===== src/rtl/alu_pkg.sv =====
// Shared ALU definitions: operation encodings (also used by the ALU control
// decoder) and the iterative execution unit's FSM states.
package alu_pkg;

    typedef enum logic [3:0] {
        ALU_AND = 4'b0000,
        ALU_OR  = 4'b0001,
        ALU_ADD = 4'b0010,
        ALU_XOR = 4'b0011,
        ALU_SLL = 4'b0100,
        ALU_SRL = 4'b0101,
        ALU_SUB = 4'b0110,
        ALU_SRA = 4'b0111
    } alu_op_e;

    typedef enum logic [1:0] {
        StIdle  = 2'b00,
        StShift = 2'b01,
        StDone  = 2'b10
    } alu_state_e;

    // Shift ops take the bit-serial path; everything else completes in one cycle.
    function automatic logic is_shift(input logic [3:0] op);
        return (op == ALU_SLL) || (op == ALU_SRL) || (op == ALU_SRA);
    endfunction

endpackage


===== src/rtl/alu_serial_shifter.sv =====
// Result register plus bit-serial shifter. A load writes the register
// directly, which also serves the single-cycle ops. Each step shifts by one
// bit and decrements the remaining count.
module alu_serial_shifter
    import alu_pkg::*;
#(
    parameter int unsigned XLEN    = 32,
    parameter int unsigned SHAMT_W = $clog2(XLEN)
) (
    input  logic               clk_i,
    input  logic               rst_i,
    input  logic               load_i,
    input  logic [XLEN-1:0]    load_data_i,
    input  logic [SHAMT_W-1:0] load_cnt_i,
    input  logic               step_i,
    input  logic [3:0]         shift_op_i,
    output logic [XLEN-1:0]    data_o,
    output logic               zero_o,
    output logic               last_o
);

    logic [XLEN-1:0]    data_q, data_d;
    logic [SHAMT_W-1:0] cnt_q, cnt_d;
    logic               zero_q;

    // Next-state: load wins over step; one-bit shift per step.
    always_comb begin
        data_d = data_q;
        cnt_d  = cnt_q;
        if (load_i) begin
            data_d = load_data_i;
            cnt_d  = load_cnt_i;
        end else if (step_i) begin
            case (shift_op_i)
                ALU_SLL: data_d = {data_q[XLEN-2:0], 1'b0};
                ALU_SRA: data_d = {data_q[XLEN-1], data_q[XLEN-1:1]};
                default: data_d = {1'b0, data_q[XLEN-1:1]};
            endcase
            cnt_d = cnt_q - SHAMT_W'(1);
        end
    end

    // State registers; zero flag is registered alongside the result.
    always_ff @(posedge clk_i or posedge rst_i) begin
        if (rst_i) begin
            data_q <= '0;
            cnt_q  <= '0;
            zero_q <= 1'b1;
        end else begin
            data_q <= data_d;
            cnt_q  <= cnt_d;
            zero_q <= (data_d == '0);
        end
    end

    assign data_o = data_q;
    assign zero_o = zero_q;
    assign last_o = (cnt_q == SHAMT_W'(1));

endmodule


===== src/rtl/alu_iter_exec.sv =====
// Area-reduced ALU execution stage: logic/add/sub in one cycle, shifts one
// bit per cycle, valid/ready handshake on both sides.
module alu_iter_exec
    import alu_pkg::*;
#(
    parameter int unsigned XLEN    = 32,
    parameter int unsigned SHAMT_W = $clog2(XLEN)
) (
    input  logic            clk_i,
    input  logic            rst_i,
    input  logic            in_valid_i,
    output logic            in_ready_o,
    input  logic [3:0]      alu_control_op_i,
    input  logic [XLEN-1:0] operand_a_i,
    input  logic [XLEN-1:0] operand_b_i,
    input  logic            flush_i,
    output logic            out_valid_o,
    input  logic            out_ready_i,
    output logic [XLEN-1:0] result_o,
    output logic            zero_o,
    output logic            illegal_o
);

    alu_state_e         state_q, state_d;
    logic [3:0]         op_q, op_d;
    logic               illegal_q, illegal_d;
    logic               load, step, last;
    logic [SHAMT_W-1:0] load_cnt;
    logic [XLEN-1:0]    alu_res;
    logic [SHAMT_W-1:0] shamt;

    assign shamt = operand_b_i[SHAMT_W-1:0];

    // Single-cycle unit; shifts pass operand_a through as the shift seed.
    always_comb begin
        alu_res = '0;
        case (alu_control_op_i)
            ALU_AND: alu_res = operand_a_i & operand_b_i;
            ALU_OR:  alu_res = operand_a_i | operand_b_i;
            ALU_ADD: alu_res = operand_a_i + operand_b_i;
            ALU_XOR: alu_res = operand_a_i ^ operand_b_i;
            ALU_SUB: alu_res = operand_a_i - operand_b_i;
            ALU_SLL, ALU_SRL, ALU_SRA: alu_res = operand_a_i;
            default: alu_res = '0;
        endcase
    end

    // FSM next-state and shifter control; flush overrides everything.
    always_comb begin
        state_d   = state_q;
        op_d      = op_q;
        illegal_d = illegal_q;
        load      = 1'b0;
        load_cnt  = '0;
        step      = 1'b0;
        if (flush_i) begin
            state_d = StIdle;
        end else begin
            unique case (state_q)
                StIdle: begin
                    if (in_valid_i) begin
                        load      = 1'b1;
                        op_d      = alu_control_op_i;
                        illegal_d = alu_control_op_i[3];
                        if (is_shift(alu_control_op_i) && (shamt != '0)) begin
                            load_cnt = shamt;
                            state_d  = StShift;
                        end else begin
                            state_d = StDone;
                        end
                    end
                end
                StShift: begin
                    step = 1'b1;
                    if (last) begin
                        state_d = StDone;
                    end
                end
                StDone: begin
                    if (out_ready_i) begin
                        state_d = StIdle;
                    end
                end
                default: state_d = StIdle;
            endcase
        end
    end

    // FSM and captured-op registers.
    always_ff @(posedge clk_i or posedge rst_i) begin
        if (rst_i) begin
            state_q   <= StIdle;
            op_q      <= ALU_AND;
            illegal_q <= 1'b0;
        end else begin
            state_q   <= state_d;
            op_q      <= op_d;
            illegal_q <= illegal_d;
        end
    end

    alu_serial_shifter #(
        .XLEN    (XLEN),
        .SHAMT_W (SHAMT_W)
    ) u_shifter (
        .clk_i       (clk_i),
        .rst_i       (rst_i),
        .load_i      (load),
        .load_data_i (alu_res),
        .load_cnt_i  (load_cnt),
        .step_i      (step),
        .shift_op_i  (op_q),
        .data_o      (result_o),
        .zero_o      (zero_o),
        .last_o      (last)
    );

    assign in_ready_o  = (state_q == StIdle);
    assign out_valid_o = (state_q == StDone);
    assign illegal_o   = illegal_q;

endmodule


===== config.mk =====
export PLATFORM = sky130hd
export DESIGN_NAME = alu_iter_exec
export DESIGN_NICKNAME = d
export VERILOG_FILES = /design/src/rtl/alu_pkg.sv /design/src/rtl/alu_serial_shifter.sv /design/src/rtl/alu_iter_exec.sv
export SDC_FILE = /design/constraint.sdc
export NUM_CORES = 1
export LEC_CHECK = 0
export BUFFER_PORTS_ARGS = -buffer_cell sky130_fd_sc_hd__buf_2
export CAP_MARGIN = 15
export CELL_PAD_IN_SITES_DETAIL_PLACEMENT = 2
export CELL_PAD_IN_SITES_GLOBAL_PLACEMENT = 2
export CORE_MARGIN = 2
export CORE_UTILIZATION = 37
export CTS_CLUSTER_DIAMETER = 100
export DETAILED_ROUTE_END_ITERATION = 10
export PLACE_DENSITY = 0.85
export SYNTH_ARGS = -nofsm -noshare
export SYNTH_HDL_FRONTEND = slang
export SYNTH_SLANG_ARGS = --single-unit

===== constraint.sdc =====
create_clock -name clk_i -period 7.14 [get_ports clk_i]
set_clock_uncertainty 0.15 [all_clocks]
set_input_delay 0 -clock clk_i [delete_from_list [all_inputs] [get_ports clk_i]]
set_output_delay 0 -clock clk_i [all_outputs]
set_load 0.01 [all_outputs]

# ---- Word level (Yosys, flattened, before mapping)
# Index checks and enable logic that the tools add are counted.
dict set report word_totals {
  regBits 45
  input_bits 73
  output_inout_bits 36
  wordCells 60
}
dict set report op_classes {
  add_sub_neg 3
  n_eq_ne 15
  n_mux 21
  n_bitwise 4
  reduce_logical 11
}
# op count
set ops {}
lappend ops {{32-bit case mux with 6 select lines} 1}
lappend ops {{32-bit two-way mux} 2}
lappend ops {{32-bit case mux with 2 select lines} 1}
lappend ops {{32-bit adder} 1}
lappend ops {{32-bit bitwise AND} 1}
lappend ops {{32-bit logical NOT} 1}
lappend ops {{32-bit OR} 1}
lappend ops {{32-bit subtractor} 1}
lappend ops {{32-bit XOR} 1}
lappend ops {{5-bit two-way mux} 6}
lappend ops {{4-bit by 3-bit equality test with 1-bit output, second input constant} 6}
lappend ops {{2-bit two-way mux} 5}
lappend ops {{4-bit by 2-bit equality test with 1-bit output, second input constant} 2}
lappend ops {{3-bit by 2-bit inequality test with 1-bit output, second input constant} 2}
lappend ops {{2-bit case mux with 3 select lines} 1}
lappend ops {{3-bit AND reduction} 2}
lappend ops {{5-bit by 1-bit equality test with 1-bit output, second input constant} 1}
lappend ops {{1-bit two-way mux} 5}
lappend ops {{5-bit nonzero test} 1}
lappend ops {{5-bit by 1-bit subtractor with 5-bit output, second input constant} 1}
lappend ops {{4-bit by 1-bit equality test with 1-bit output, second input constant} 1}
lappend ops {{4-bit logical NOT} 1}
lappend ops {{3-bit inequality test, second input constant} 1}
lappend ops {{3-bit OR reduction} 1}
lappend ops {{other kinds (7)} 8}

# ---- Longest topological paths before layout
dict set report logic_depth {
  depth_word 9
  mapped_depth 20
  ltp_nobuf 19
}

# ---- By module
# A second synthesis with hierarchy kept.
dict set report unflattened {
  hier_cells 873
  area_unflattened_um2 6926.6
}
# mod n_inst cells_each area_per_inst_um2 seq_area_each_um2
set by_module_without_submodules {}
lappend by_module_without_submodules {alu_iter_exec 1 627 4619.4 150.1}
lappend by_module_without_submodules {alu_serial_shifter 1 246 2307.2 952.2}

# ---- Least setup slack after synthesis
# No wires, ideal clock.
dict set report synth_path {
  path_kind {in2reg}
  startpoint {in alu_control_op_i[2]}
  endpoint {reg u_shifter.zero_q, in the netlist u_shifter.zero_o}
  setup_ns 0.090
  arrival_time_ns 4.017
  required_ns 6.900
  path_slack_ns 2.883
  cell_stages 20
  n_path_buf 6
  path_cell_list {buf_2 -> buf_2 -> buf_1 -> and2_0 -> clkbuf_1 -> clkbuf_1 -> a31oi_1 -> xnor2_1 -> ha_1 -> buf_6 -> a21o_1 -> a31oi_2 -> nand2b_1 -> or4b_4 -> a31oi_4 -> nor3_1 -> a31oi_1 -> o21ai_1 -> or4_1 -> nor4_2}
}
dict set report synth_between {
  elab_chain_len 5
  elab_cells_between_ends 12
  cone_classes {7 x eq/ne; 2 x mux; 3 x reduce/logical}
}
# element line_no
set synth_lines {}
lappend synth_lines {{from (decl)} alu_iter_exec.sv:13} ;# input logic [3:0] alu_control_op_i,
lappend synth_lines {{4-bit by 3-bit equality test with 1-bit output} alu_iter_exec.sv:37} ;# case (alu_control_op_i)
lappend synth_lines {{3-bit OR reduction} alu_iter_exec.sv:37}
lappend synth_lines {{32-bit case mux with 6 select lines *} alu_iter_exec.sv:37}
lappend synth_lines {{32-bit two-way mux *} alu_serial_shifter.sv:30} ;# if (load_i) begin
lappend synth_lines {{named net u_shifter.data_d[27]} alu_serial_shifter.sv:22} ;# logic [XLEN-1:0] data_q, data_d;
lappend synth_lines {{32-bit logical NOT *} alu_serial_shifter.sv:52} ;# zero_q <= (data_d == '0);
lappend synth_lines {{to (signal assigned)} alu_serial_shifter.sv:52}
lappend synth_lines {{to (decl)} alu_serial_shifter.sv:24} ;# logic zero_q;
# The timed path passes the listed nets; every way through them passes the cells marked *.
# A chain may end at the register's enable or synchronous reset.

# ---- Final worst setup path
dict set report layout_path {
  startpoint {in operand_b_i[1]}
  endpoint {reg u_shifter.zero_q, in the netlist u_shifter.zero_o}
}
dict set report layout_between {
  elab_chain_len 4
  elab_cells_between_ends 8
  cone_classes {2 x add/sub; 2 x mux; 3 x bitwise; 1 x reduce/logical}
}
# element line_no
set layout_lines {}
lappend layout_lines {{from (decl)} alu_iter_exec.sv:15} ;# input logic [XLEN-1:0] operand_b_i,
lappend layout_lines {{32-bit subtractor / 32-bit adder (equally long branches)} {alu_iter_exec.sv:42, alu_iter_exec.sv:40}}
lappend layout_lines {{32-bit case mux with 6 select lines *} alu_iter_exec.sv:37}
lappend layout_lines {{32-bit two-way mux *} alu_serial_shifter.sv:30}
lappend layout_lines {{named net u_shifter.data_d[21]} alu_serial_shifter.sv:22}
lappend layout_lines {{32-bit logical NOT *} alu_serial_shifter.sv:52}
# Marked as above.

==> results.txt <==
P&R area growth vs syn -> 13.80%
Clock Tree Buf Depth -> 2
Slew Limit Fails -> 0
Net Sw Frac -> 46.33%
Final Cycle Share -> 80.10%
Internal -> 706.2 µW
CTS tree -> done
Seq/Total Area, Yosys -> 15.37%
worst hold slack -> 115.1 ps
reg-to-reg setup timing slack -> 3170 ps
max_slew headroom -> 29.76%
CP peak stage delay -> 880 ps
initial antenna violation count -> 0
worst-margin pin slew -> 1044 ps
post-route ant nets -> 0
Cells after Synth -> 923
Final Hold Viols -> 0
Clk pwr share -> 18.1%
Async S/R FF share, synth -> 100.0%
Root Driver -> clkbuf_16
vias post-DR -> 8,000
overall routed net length -> 31,440 µm
post-DR wirelength/cell -> 24.64 µm
Worst Path Arrival -> 5770 ps
Die Footprint -> 20,520 µm²
I/O Buffers -> 108
global-route wire length before repair -> 49,210 µm
Final GP Congestion -> 0.9102
vias per cell -> 6.270
post-CTS setup buffers -> 0
vias in the first global route -> 8,633
Critical Path RT -> 7190 ps
fin crit period -> 5719 ps
Comb pwr share -> 53.9%
ranking of synthesized cells by area -> ha_1 17%, dfrtp_1 15%, o21ai_0 5.2%
Layout Nets -> 1,188
total global-route track usage -> 30.54%
hpwl dp -> 23,280 µm
clock tree sinks -> 44
Core Util, Final -> 43.21%
Clock Pin Slew Worst Setup and Hold Paths -> 70 ps
CP Class -> in -> reg
GRT overflow -> 0
CP delay by family, top -> simple AND/OR/NAND/NOR gates
layout cell share with drive strength beyond 1 -> 17.32%
share of the synthesized area in the top cell type -> 17.27%
Antenna Cells -> 0
worst-path cell chain -> dlygate4sd3_1, buf_2, inv_1, ha_1, and3_1, nand2_1, nor4_1, a31oi_1, xnor2_1, ha_1, a21o_1, or2_2, or4b_1, nand2_1, xor2_1, o21ai_0, nor4b_1, nand4_1, nor4_2
fmax -> 0.1749 GHz
Synth Warn # -> 0
Row Count -> 50
CP max FO -> 9
most common cell after layout, fill and taps aside -> buf_2
DR pass1 iterations -> 5
DRC errors left -> 0
CTS Buf Count -> 5
Post-synth EDFFs -> 0
Core Region -> 18,890 µm²
switching power total -> 609.5 µW
H-tree lvl count -> 2
Synth cell types -> 82
syn avg cell area -> 7.772 µm²
Max rail drop VDD -> 0.00008015 V
Setup Viol. Count Final -> 0
pwr dens -> 161.2 nW/µm²
Synth Net Count -> 1,096
Reg power frac -> 28.0%
Yosys reg bits -> 44
Hold Crit Class -> in -> reg
max cap viols -> 0
Worst setup EP type -> register
Worst setup SP type -> primary input
status -> complete, no violations
Initial Util -> 37.97%
initial DRC count -> 613
Die W -> 143.2 µm
prevailing post-synth register cell -> dfrtp_1
mapped cell area -> 7173 µm²
most frequent cells in the layout -> 108 x buf_2, 99 x ha_1, 85 x inv_1, 78 x nand2_1, 75 x o21ai_0
RSZ-0062 raised after global routing -> false
Die Ht -> 143.2 µm
Max stage delay cell, worst path -> nor4_1
worst skew pair latency -> 290 ps
I/O pin cnt -> 109
cell taking the most area after synthesis -> ha_1
Worst Path Buf+Inv -> 3
leak pwr -> 0.003833 µW
Fin Setup TNS -> 0 ps
largest net degree at the start of global routing -> 45
==> final timing paths <==
check,start,endpoint,cells after the start
worst max-delay path,operand_b_i[1],u_shifter.zero_o,19
worst min-delay path,alu_control_op_i[2],op_q[2],4
max in group asynchronous,rst_i,u_shifter.data_o[18],3
min in group asynchronous,rst_i,op_q[3],3
worst max register to register,state_q[0],u_shifter.zero_o,10
worst min register to register,u_shifter.cnt_q[4],u_shifter.cnt_q[4],2
==> Yosys cell counts (5+ instances only) <==
library cell  instances
nor2b_1               8
o21a_1                8
dfrtp_1              43
or3_1                 6
mux2i_1              25
inv_1                86
nor3_1               11
buf_1                 6
buf_2                 7
nand4_1               9
a222oi_1             21
xnor2_1              39
a21o_1               10
a221oi_1             10
nor3b_1               8
a211oi_1              7
a31oi_1              14
o211ai_1              8
a22o_1                6
a22oi_1              28
a21oi_1              52
xor2_1               14
nor2_1               68
and2_1                7
clkbuf_1             30
nand2_1              78
o21ai_0              75
ha_1                 99
nor4_1                5
o21ai_1               5
mux2_2               19
nand3_1              15
o31ai_1               5
o221ai_1              7
nand2b_1              6
==> through the flow <==
step           std cells  area [µm²]  setup slack, ps  total power [µW]
4_1_cts             1276        8163             1623              1288
5_1_grt             1276        8163             1100              1388
2_1_floorplan        923        7173             2883             790.3
6_report            1276        8163             1421              1316
3_3_place_gp        1259        7935             1920              1008
3_5_place_dp        1259        7935             1658              1044
==> layout make-up <==
| cell class | instances | area, µm² |
|---|---|---|
| well taps | 260 | 325.3 |
| clock inverters | 1 | 5.005 |
| multi-input cells | 745 | 5524 |
| fillers | 2249 | 10730 |
| repair buffers | 133 | 750.7 |
| inverters | 86 | 322.8 |
| flip-flops and latches | 44 | 1102 |
| clock buffers | 7 | 132.6 |
==> per-layer routing <==
| metal | vias up | global-route usage, % | wire length (µm) |
|---|---|---|---|
| li1 | 3571 | - | - |
| met4 | 0 | 12.23 | 1154 |
| met5 | - | 0 | 0 |
| met1 | 4089 | 37.74 | 13120 |
| met2 | 265 | 54.42 | 15750 |
| met3 | 75 | 2.951 | 1414 |
==> state kept, by name, indices dropped and copies added (netlist names) <==
register / flops
op_q: 4
state_q: 2
u_shifter.cnt_q: 5
u_shifter.zero_o: 1
u_shifter.data_o: 32
==> kinds of logic after synthesis <==
| group | synth area share (%) |
|---|---|
| flip-flops | 15.37 |
| AND/OR/NAND/NOR | 17.72 |
| AO/OA/AOI/OAI | 28.43 |
| adder cells (fa/ha/maj) | 17.55 |
| buffers and inverters | 7.989 |
| XOR/XNOR | 6.471 |
| multiplexers | 6.471 |
==> worst register-to-register path: stages, from the launching register on <==
cell	delay (ps)
dfrtp_1	560
nor3b_2	250
buf_4	380
nor2_2	280
buf_4	290
a222oi_1	340
o21ai_1	150
or4_1	600
nor4_1	390
nand4_1	220
nor4_2	280
==> power groups by stage <==
stage                     clock (µW)  sequential [µW]  combinational (µW)
after floorplan                    0              356                 434
after global placement             0              366                 642
after detailed placement           0              370                 674
after CTS                        236              365                 686
after global routing             247              373                 769
final                            238              368                 709
==> repair_timing <==
item | 4_1_cts | 5_1_grt
hold endpoints to repair | 50 | 0
hold buffers | 9 | 0
resized for setup | 0 | 0
(Power assumes the default switching activity.)
